<file path="config.mk">
export PLATFORM = sky130hd
export DESIGN_NAME = mem_bus_fabric
export DESIGN_NICKNAME = d
export VERILOG_FILES = /design/src/rtl/mem_bus_fabric.sv
export SDC_FILE = /design/constraint.sdc
export NUM_CORES = 1
export LEC_CHECK = 0
export CAP_MARGIN = 20
export CORE_MARGIN = 4
export CORE_UTILIZATION = 44
export CTS_BUF_LIST = sky130_fd_sc_hd__clkbuf_16
export DETAILED_ROUTE_END_ITERATION = 12
export HOLD_SLACK_MARGIN = 0.05
export PLACE_DENSITY = 0.81
export SLEW_MARGIN = 30
export SYNTH_ARGS = -nofsm -noshare
export SYNTH_HDL_FRONTEND = slang
export SYNTH_SLANG_ARGS = --single-unit
export TNS_END_PERCENT = 30
</file>
<file path="constraint.sdc">
create_clock -name clk -period 2.4 [get_ports clk]
set_input_delay 0.24 -clock clk [delete_from_list [all_inputs] [get_ports clk]]
set_output_delay 0.24 -clock clk [all_outputs]
set_load 0.05 [all_outputs]
</file>
<file path="src/rtl/mem_bus_fabric.sv">
// mem_bus_fabric: picorv32 native-bus address decoder routing one master to NR_SLAVES slaves,
// with unmapped-address and slave-timeout error responses plus an error status block.
module mem_bus_fabric #(
    parameter int                      NR_SLAVES      = 2,
    parameter logic [NR_SLAVES*32-1:0] SLV_BASE       = {32'hF000_0000, 32'h0000_0000},
    parameter logic [NR_SLAVES*32-1:0] SLV_MASK       = {32'hFFFF_F000, 32'hFFFF_E000},
    parameter int                      TIMEOUT_CYCLES = 255,
    parameter logic [31:0]             ERR_RDATA      = 32'hDEAD_BEEF
) (
    input  logic                      clk,
    input  logic                      reset_,
    input  logic                      mem_valid,
    input  logic [31:0]               mem_addr,
    input  logic [31:0]               mem_wdata,
    input  logic [3:0]                mem_wstrb,
    output logic                      mem_ready,
    output logic [31:0]               mem_rdata,
    output logic [NR_SLAVES-1:0]      slv_valid,
    output logic [31:0]               slv_addr,
    output logic [31:0]               slv_wdata,
    output logic [3:0]                slv_wstrb,
    input  logic [NR_SLAVES-1:0]      slv_ready,
    input  logic [NR_SLAVES*32-1:0]   slv_rdata,
    input  logic                      err_clr,
    output logic                      err_pulse,
    output logic                      err_type,
    output logic [31:0]               err_addr,
    output logic [7:0]                err_cnt
);
    localparam int SW = NR_SLAVES > 1 ? $clog2(NR_SLAVES) : 1;
    localparam logic [31:0] TLAST = 32'(TIMEOUT_CYCLES - 1);

    typedef enum logic [1:0] {IDLE, ACCESS, ERR} state_t;

    state_t        state;
    logic [SW-1:0] sel;
    logic [SW-1:0] hit_idx;
    logic          hit;
    logic [31:0]   timer;
    logic          sel_ready;
    logic          timeout;

    // Scan from the top so the lowest matching slot is the one left standing.
    always_comb begin
        hit     = 1'b0;
        hit_idx = '0;
        for (int i = NR_SLAVES - 1; i >= 0; i--)
            if ((mem_addr & SLV_MASK[32*i +: 32]) == SLV_BASE[32*i +: 32]) begin
                hit     = 1'b1;
                hit_idx = SW'(i);
            end
    end

    assign sel_ready = slv_ready[sel];
    assign timeout   = TIMEOUT_CYCLES != 0 && timer == TLAST;
    assign mem_ready = state == ACCESS ? sel_ready : state == ERR;
    assign mem_rdata = (state == ACCESS && sel_ready) ? slv_rdata[32*sel +: 32] :
                       state == ERR ? ERR_RDATA : 32'd0;

    always_ff @(posedge clk) begin
        if (!reset_) begin
            state     <= IDLE;
            sel       <= '0;
            timer     <= '0;
            slv_valid <= '0;
            slv_addr  <= '0;
            slv_wdata <= '0;
            slv_wstrb <= '0;
            err_pulse <= 1'b0;
            err_type  <= 1'b0;
            err_addr  <= '0;
            err_cnt   <= '0;
        end else begin
            err_pulse <= 1'b0;
            case (state)
                IDLE: if (mem_valid) begin
                    if (hit) begin
                        state     <= ACCESS;
                        sel       <= hit_idx;
                        slv_valid <= NR_SLAVES'(1) << hit_idx;
                        slv_addr  <= mem_addr;
                        slv_wdata <= mem_wdata;
                        slv_wstrb <= mem_wstrb;
                        timer     <= '0;
                    end else begin
                        state     <= ERR;
                        err_pulse <= 1'b1;
                        err_type  <= 1'b0;
                        err_addr  <= mem_addr;
                        err_cnt   <= err_cnt + {7'd0, err_cnt != 8'hFF};
                    end
                end
                ACCESS: if (sel_ready) begin
                    state     <= IDLE;
                    slv_valid <= '0;
                end else if (timeout) begin
                    state     <= ERR;
                    slv_valid <= '0;
                    err_pulse <= 1'b1;
                    err_type  <= 1'b1;
                    err_addr  <= slv_addr;
                    err_cnt   <= err_cnt + {7'd0, err_cnt != 8'hFF};
                end else begin
                    timer <= timer + 32'd1;
                end
                default: state <= IDLE;
            endcase
            // Clear overrides a same-edge error capture; err_pulse is left alone.
            if (err_clr) begin
                err_cnt  <= '0;
                err_type <= 1'b0;
                err_addr <= '0;
            end
        end
    end
endmodule

</file>
==> key figures <==
Timing
  – Max Freq: 0.440 GHz
  – Tcrit/Tclk final: 0.947
  – Clk_skew: 0.00774 ns
  – Least-Margin Pin Slew: 0.742 ns
  – Max-slew headroom: 0.501
  – Slew Viols, Final: 0
  – RSZ-0062 raised after global routing: false
  – Fin. Hold Viols: 0
  – Final setup viols: 0
  – Fin crit period: 2.27 ns

Worst setup path
  – CP arrival: roughly 2.6 ns
  – Worst path bufs/invs: 1
  – Startpoint types: flip-flop
  – CP Cell Sequence: inv_1 > ha_1 > nor3b_1 > nand4_1 > or3_1 > nand2_4 > a311oi_1
  – Worst R2R Start: timer[0]$_SDFFE_PN0P_
  – Crit path capture type: flip-flop
  – Slowest cell on crit path: or3_1
  – Top delay family on crit path: simple AND/OR/NAND/NOR gates
  – Worst EP required: 2.67 ns
  – Crit path launch: timer[0]$_SDFFE_PN0P_
  – Crit-path max FO: 32
  – Max incr delay on CP: about 0.5 ns
  – Critical path class: reg2reg

Global route
  – Largest net degree at the start of global routing: 49
  – GRT overflow: 0
  – Initial antenna violation count: 0
  – Gr usage total: 0.264
  – Vias in the first global route: 7,389
  – First-pass GRT wire length: 38,900 microns

Power
  – Sw Pwr: between 1 and 1.5 mW
  – Clk pwr share: 0.430
  – Pint: 4.26 mW
  – Sw Ratio: 0.255
  – PD cells: approximately 530 nW/um^2
  – Leakage power: roughly 3.8 nW
  – Seq pwr share: 0.435
  – Design Power: 5.72 mW
  – Comb power frac: 0.135
  – VDD IR max: 0.681 mV

Route
  – Wire length per cell: 18.1 microns
  – Detail Route Antenna Nets: 0
  – Final wirelength: 24,400 microns
  – Vias per cell: 5.72
  – Drt initial violations: 556
  – Pre-antenna DRT Iters: 5
  – Via count: 7,705
  – DRC Markers: 0

Synth
  – Post-Syn Area: 6990 sq um
  – Async S/R FF share, synth: 0
  – Syn nets: 998
  – Gate Count Post-Synth: approximately 860
  – Post-synthesis sequential area ratio: 0.421
  – Syn_area_per_cell: 8.16 sq um
  – Library cells used by synthesis: 52
  – Number of synthesized flops with an enable pin: 0
  – Main flop type after synthesis: dfxtp_1
  – Synth warnings: 0
  – Post-synthesis sequential element count: 147

Min path
  – HP Class: in2reg
  – Hold_sp: mem_wdata[29]

Run status
  – Status: finished, final reports clean

Clocking
  – Number of CTS-inserted buffers: 17
  – H-tree levels: 4
  – Root Buffer: clkbuf_16
  – Clock transition at path regs: 0.06 ns
  – Postcts setup bufs: 0
  – Sinks on Clock Net: 147
  – Clk_lat worst skew: ~0.42 ns
  – Clock Tree Buf Depth: 2
  – CTS tree: done

Cells and area
  – Layout area overhead: 54.4%
  – Multi-input logic area: 3660 sq um
  – Commonest non-fill, non-tap cell in the layout: clkdlybuf4s50_1
  – Antenna Cells: 0
  – Post-layout util: 0.702
  – Most frequent cells in the layout: clkdlybuf4s50_1, nand2_1, dfxtp_1
  – Register area: roughly 2900 sq um
  – Nets: about 1,300
  – Layout cells sized above 1: 0.122
  – Fill count: 1,179

Placed design
  – IO Port Bufs: 282
  – Detailed Place HPWL: 17,300 microns
  – Final Wtd Congestion: ~0.9

Floorplanning
  – Num ports: around 280
  – Core area: about 15,000 sq um
  – Die width: around 130 microns
  – Row cnt: 45
  – Die area: ~18,000 sq um
  – Chip Height: 134 microns
  – Starting density of the core: 0.455

Flow run
  – Max Cap Viol: 0
Yosys cell counts, types with 2 or more instances:
library cell / n / share of area
nor4bb_1: 2 / 0.0029
a21oi_1: 72 / 0.052
or2_2: 8 / 0.0072
buf_6: 7 / 0.011
a31oi_1: 10 / 0.0090
clkbuf_1: 47 / 0.025
o311a_1: 2 / 0.0029
o21ai_0: 30 / 0.021
o21a_1: 8 / 0.0086
a21o_1: 2 / 0.0021
ha_1: 4 / 0.0072
nand2b_1: 3 / 0.0027
a41oi_1: 5 / 0.0063
nand2_1: 201 / 0.11
buf_4: 6 / 0.0064
or3_1: 4 / 0.0036
a311oi_1: 47 / 0.059
and4_1: 8 / 0.010
o2111ai_1: 2 / 0.0025
nand3_1: 16 / 0.011
buf_2: 12 / 0.0086
nor3b_1: 3 / 0.0032
nor2_1: 26 / 0.014
a21bo_2: 2 / 0.0029
a211oi_1: 2 / 0.0021
nand4_1: 21 / 0.019
inv_1: 8 / 0.0043
o221a_2: 8 / 0.013
o311ai_0: 3 / 0.0038
dfxtp_1: 147 / 0.42
mux2i_1: 41 / 0.059
and3_1: 22 / 0.020
nor4_1: 15 / 0.013
nor3_1: 41 / 0.029
nand4b_1: 2 / 0.0025
buf_1: 3 / 0.0016
per-stage QoR:
step | area (sq um) | TNS (ns) | cells | hold WS, ns | setup WS (ns)
finish | 10800 | 0 | 1346 | 0.365 | 0.128
global route | 10800 | 0 | 1346 | 0.365 | 0.00306
CTS | 10800 | 0 | 1346 | 0.357 | 0.0514
floorplan | 6990 | -1.62 | 856 | 0.380 | -0.147
detailed placement | 10200 | -2.87 | 1314 | 0.445 | -0.134
global placement | 10200 | -1.56 | 1314 | 0.437 | -0.0668
layout make-up:
class / instances / area share
repair buffers: 323 / 0.310
clock inverters: 15 / 0.0110
flip-flops and latches: 147 / 0.273
well taps: 211 / 0.0245
clock buffers: 17 / 0.0394
inverters: 8 / 0.00278
multi-input cells: 625 / 0.339
repair_timing:
| item | CTS | global route |
|---|---|---|
| hold buffers | 0 | 0 |
| gates resized for setup | 0 | 1 |
| setup endpoints to repair | 0 | 6 |
state kept, by name (all words and copies together) (netlist names):
name	flops
slv_valid	2
state	2
slv_wdata	32
err_cnt	8
sel	1
err_pulse	1
slv_wstrb	4
err_type	1
err_addr	32
slv_addr	32
timer	32
metal layers:
layer	wire, microns	GRT usage	share of wire	vias up
met4	557	0.0894	0.023	0
met1	9750	0.327	0.40	3599
li1	-	-	-	3649
met3	2510	0.0803	0.10	42
met5	0	0	0	-
met2	11600	0.439	0.47	415
worst reg2reg max path, cell delays in order (launching register included):
cell      delay (ns)
dfxtp_1         0.31
inv_1           0.07
ha_1            0.13
nor3b_1         0.35
nand4_1         0.22
or3_1           0.49
nand2_4         0.38
a311oi_1        0.17
logic make-up after synthesis:
kind of cell | synth area share
adders and majority gates | 0.00716
muxes | 0.0604
buffers and inverters | 0.0582
AOI/OAI and AO/OA | 0.196
and+or+nand+nor | 0.257
DFF | 0.421
worst paths after layout:
kind	end	slack (ns)	cells after the start
worst max-delay path	err_addr[10]$_SDFFE_PP0P_	0.13	7
worst min-delay path	slv_wdata[29]$_SDFFE_PN0P_	0.36	3
worst max register to register	err_addr[10]$_SDFFE_PP0P_	0.13	7
worst min register to register	slv_wstrb[2]$_SDFFE_PN0P_	0.45	2
power groups by stage:
stage          clock [mW]  combinational (mW)  sequential, mW
6_report             2.46               0.773            2.48
5_1_grt              2.60               0.812            2.49
4_1_cts              2.48               0.772            2.48
3_5_place_dp            0               0.768            2.54
3_3_place_gp            0               0.759            2.54
2_1_floorplan           0               0.260            2.62
No activity file was read; power rests on OpenSTA's default activity.
